File: config.mk
export PLATFORM = sky130hd
export DESIGN_NAME = pap_move_ctrl
export DESIGN_NICKNAME = d
export VERILOG_FILES = /design/src/rtl/pap_move_ctrl.sv
export SDC_FILE = /design/constraint.sdc
export NUM_CORES = 1
export LEC_CHECK = 0
export CORE_ASPECT_RATIO = 2
export CORE_MARGIN = 5
export CORE_UTILIZATION = 43
export CTS_CLUSTER_DIAMETER = 200
export DETAILED_ROUTE_END_ITERATION = 6
export HOLD_SLACK_MARGIN = 0.03
export SLEW_MARGIN = 25
export SYNTH_ARGS = -nofsm -noshare
export SYNTH_HDL_FRONTEND = slang
export SYNTH_SLANG_ARGS = --single-unit
File: constraint.sdc
create_clock -name clk -period 2.8 [get_ports clk]
set_input_delay 0.42 -clock clk [delete_from_list [all_inputs] [get_ports clk]]
set_output_delay 0.42 -clock clk [all_outputs]
set_load 0.05 [all_outputs]
File: src/rtl/pap_move_ctrl.sv
// Stepper move sequencer: walks the driver position counter to an absolute
// target one restart pulse at a time, with limit checks and a stall timeout.
module pap_move_ctrl #(
  parameter int unsigned TIMEOUT_CYC = 2_000_000
) (
  input  logic       clk,
  input  logic       rst,
  input  logic [3:0] target,
  input  logic       start,
  input  logic       clr_err,
  input  logic [3:0] cont_pos,
  input  logic       limSUP,
  input  logic       limINF,
  output logic [1:0] enable,
  output logic       direccion,
  output logic       busy,
  output logic       done,
  output logic       error,
  output logic [1:0] err_code
);

  localparam int unsigned TW =
    (TIMEOUT_CYC > 2) ? $clog2(TIMEOUT_CYC) : 1;
  localparam logic [TW-1:0] T_LAST = TW'(TIMEOUT_CYC - 1);

  typedef enum logic [2:0] {
    S_IDLE,
    S_CHECK,
    S_PULSE,
    S_WAIT,
    S_DONE,
    S_FAULT
  } state_t;

  state_t        state, state_n;
  logic [3:0]    tgt, tgt_n;
  logic [3:0]    prev, prev_n;
  logic [TW-1:0] timer, timer_n;
  logic [TW-1:0] timer_inc;
  logic          dir_n;
  logic [1:0]    code_n;
  logic          lim_hit;

  assign lim_hit   = direccion ? limSUP : limINF;
  assign timer_inc = timer + 1'b1;

  always_comb begin
    state_n = state;
    tgt_n   = tgt;
    prev_n  = prev;
    timer_n = timer;
    dir_n   = direccion;
    code_n  = err_code;
    unique case (state)
      S_IDLE: begin
        if (start) begin
          tgt_n = target;
          if (target == cont_pos) begin
            state_n = S_DONE;
          end else begin
            dir_n   = (target > cont_pos);
            state_n = S_CHECK;
          end
        end
      end
      S_CHECK: begin
        if (lim_hit) begin
          state_n = S_FAULT;
          code_n  = 2'b01;
        end else begin
          state_n = S_PULSE;
        end
      end
      S_PULSE: begin
        prev_n  = cont_pos;
        timer_n = '0;
        state_n = S_WAIT;
      end
      S_WAIT: begin
        // fault fires when the post-increment count hits the limit,
        // so the fault lands TIMEOUT_CYC cycles after the pulse
        timer_n = timer_inc;
        if (cont_pos != prev) begin
          state_n = (cont_pos == tgt) ? S_DONE : S_CHECK;
        end else if (lim_hit) begin
          state_n = S_FAULT;
          code_n  = 2'b01;
        end else if (timer_inc == T_LAST) begin
          state_n = S_FAULT;
          code_n  = 2'b10;
        end
      end
      S_DONE: begin
        state_n = S_IDLE;
      end
      S_FAULT: begin
        if (clr_err) begin
          state_n = S_IDLE;
          code_n  = 2'b00;
        end
      end
      default: begin
        state_n = S_IDLE;
      end
    endcase
  end

  always_ff @(posedge clk) begin
    if (rst) begin
      state     <= S_IDLE;
      tgt       <= '0;
      prev      <= '0;
      timer     <= '0;
      enable    <= 2'b00;
      direccion <= 1'b0;
      busy      <= 1'b0;
      done      <= 1'b0;
      error     <= 1'b0;
      err_code  <= 2'b00;
    end else begin
      state     <= state_n;
      tgt       <= tgt_n;
      prev      <= prev_n;
      timer     <= timer_n;
      enable    <= (state_n == S_PULSE) ? 2'b01 : 2'b00;
      direccion <= dir_n;
      busy      <= (state_n == S_CHECK) ||
                   (state_n == S_PULSE) ||
                   (state_n == S_WAIT);
      done      <= (state_n == S_DONE);
      error     <= (state_n == S_FAULT);
      err_code  <= code_n;
    end
  end

endmodule

==> metrics.cfg <==
[setup_path]
arrival_ns=2.67
cp.required_ns=2.97
end_kind=flip-flop
start_kind=flip-flop
path_class=flip-flop to flip-flop
cp_max_fo=8

[logic_synthesis]
async_flop_share_pct=0
syn-instance-count=318
synthSimpleGateAreaFrac_pct=33.7
ys_ff_latch=39
syn_area_mm2=0.00238
synth_xor_area_share_pct=5.51
avgSynthCellArea_um2=7.50
synthesis.nets=338
synth_top_family_by_area=simple AND/OR/NAND/NOR gates
synthMuxAreaShare_pct=3.46
synth_warnings=0
yosysSeqAreaShare_pct=32.7
ys.flop_type=dfxtp_1
synth_compound_area_share_pct=16.4
synth_edf_count=0
synth_cell_types=49
synth-adder-area-share_pct=3.15

[routing]
ant_nets=0
dr.pass1.iters=4
drt_iter0_drc=113
num_vias=2266
wl_per_cell_um=15.8
viasPerCell=5.77
routed_wl_um=6190
route.detailed.drc=0

[sta]
finalMaxSlewViolations=0
fin_skew_ns=0.00763
rsz0062_at_grt=false
timing.fmax_mhz=401
maxSlewHeadroom_pct=60.0
worst_slew_pin_slew_ns=0.599
finalCriticalPeriod_ns=2.50
fin_crit_sh_pct=89.1
setup_viol=0
fin_ws_ns=0.304
setup_tns_ns=0
hold_viol=0

[worst_hold_path]
hold_path.class=flip-flop to flip-flop

[clock_tree]
cts_resized=0
holdBufCountCts=0
cts_root_buffer=clkbuf_8
cts_buffers=5
worstSkewPairLatency_ns=0.30
cts_sinks=39
clock_tree.htree_level_count=2
cts_setup_buffers=0
clk_pin_slew_ns=0.08
clock_path_buffers=2
cts_tree=yes

[die]
initial_core_util_pct=44.0
row_count=38
fp.dieH_um=115
die_area_mm2=0.00723
die_w_um=62.7
io-pin-count=22
coreArea_mm2=0.00542

[global_routing]
antenna_found_initial=0
track_usage_pct=17.8
grt_pass1_vias=2165
gr-total-overflow=0
grt_pass1_wl_um=10200
grt_max_degree=40

[placed_design]
dp_hpwl_um=4600
port_buffers=20
preCtsSetupSlack_ns=0.291
dp_cells=386
place.gp.congestion=0.861

[finish]
drive_gt1_share_pct=7.81
syn2layout_area_growth_pct=15.1
fin_cells=393
final.fill_count=540
nNetsFinal=353
diodes=0
final_cell_mix=39 x nand2_1, 39 x dfxtp_1, 37 x nor2_1, 27 x a21oi_1, 20 x clkdlybuf4s50_1

[pwr]
power_density_mw_per_mm2=494
static-leakage-power_nw=0.994
ir_worst_vdd_v=0.000457
swShare_pct=29.6
combPwrFrac_pct=22.1
p_clk_share_pct=33.6
seqPwrFrac_pct=44.3
p_int_w=0.000955
p_sw_w=0.000401

[flow_run]
maxCapViolCount=0

[status]
outcome=finished, final reports clean

==> area by class of cell <==
| class | count | area (µm²) | area share (%) |
|---|---|---|---|
| Sequential cell | 39 | 781 | 28.5 |
| Timing Repair Buffer | 29 | 268 | 9.76 |
| Inverter | 8 | 30.0 | 1.09 |
| Clock inverter | 1 | 30.0 | 1.09 |
| Multi-Input combinational cell | 250 | 1490 | 54.2 |
| Tap cell | 60 | 75.1 | 2.74 |
| Clock buffer | 6 | 72.6 | 2.64 |
==> registers in the layout (all words and copies together), names as in the netlist <==
register and cells:
direccion 1, done 1, timer 21, error 1, busy 1, prev 4, tgt 4, enable 1
err_code 2, state 3
==> worst max-delay path: stages (launching register included) <==
cell and delay, ns:
dfxtp_1 0.46, ha_1 0.26, nand3_1 0.19, nor4_1 0.38, buf_4 0.19, xnor2_1 0.11, o2111ai_1 0.18, or3_4 0.44
nand4_1 0.10, a21oi_1 0.07
==> kinds of logic after synthesis <==
logic type / Yosys count
xor+xnor: 15
buf+inv: 29
simple gates: 155
other cells: 1
flops: 39
compound gates: 65
fa+ha+maj: 6
mux: 8
==> layer usage <==
layer | track usage [%] | share of wire, %
met5 | 0 | 0
met4 | 11.2 | 4.5
met3 | 3.52 | 3.8
met2 | 33.6 | 56
met1 | 17.2 | 36
==> Yosys cell counts, types with 3 or more instances <==
| cell type | count | area share (%) |
|---|---|---|
| dfxtp_1 | 39 | 33 |
| clkbuf_1 | 17 | 2.7 |
| nor2b_1 | 7 | 1.8 |
| inv_1 | 8 | 1.3 |
| nand4_1 | 9 | 2.4 |
| nand2_1 | 39 | 6.1 |
| mux2i_1 | 6 | 2.5 |
| a22oi_1 | 4 | 1.3 |
| nor2_1 | 37 | 5.8 |
| a21o_1 | 6 | 1.9 |
| and3_1 | 4 | 1.0 |
| nand3_1 | 16 | 3.4 |
| a21oi_1 | 27 | 5.7 |
| xnor2_1 | 9 | 3.3 |
| nand2b_1 | 3 | 0.79 |
| ha_1 | 6 | 3.1 |
| o21ai_0 | 15 | 3.1 |
| nor4_1 | 3 | 0.79 |
| or2_2 | 3 | 0.79 |
| nor3_1 | 18 | 3.8 |
| xor2_1 | 6 | 2.2 |
==> path summary, 6_finish.rpt <==
path                                                from                  endpoint  slack, ns  cells after the start
worst max-delay path               timer[1]$_SDFFE_PP0P_  err_code[0]$_SDFFE_PP0P_       0.30                      9
worst min-delay path            err_code[1]$_SDFFE_PP0P_  err_code[1]$_SDFFE_PP0P_       0.49                      1
worst max register to register     timer[1]$_SDFFE_PP0P_  err_code[0]$_SDFFE_PP0P_       0.30                      9
worst min register to register  err_code[1]$_SDFFE_PP0P_  err_code[1]$_SDFFE_PP0P_       0.49                      1
==> power by group through the flow <==
stage,Sequential (W),Combinational (W),Clock [W]
after floorplan,0.000648,0.000162,0
after global placement,0.000613,0.000301,0
after detailed placement,0.000614,0.000302,0
after CTS,0.000601,0.000303,0.000475
after global routing,0.000604,0.000328,0.000496
final,0.000601,0.000300,0.000456
==> through the flow <==
step                      cell area, µm²  power (W)  util (%)  hold slack (ns)
after global routing                2740    0.00143      50.6            0.505
final                               2740    0.00136      50.6            0.487
after CTS                           2740    0.00138      50.6            0.489
after floorplan                     2380   0.000810         -            0.465
after global placement              2640   0.000914      48.7            0.451
after detailed placement            2640   0.000916      48.7            0.471
Note: power is estimated with default switching activity, not from simulation.
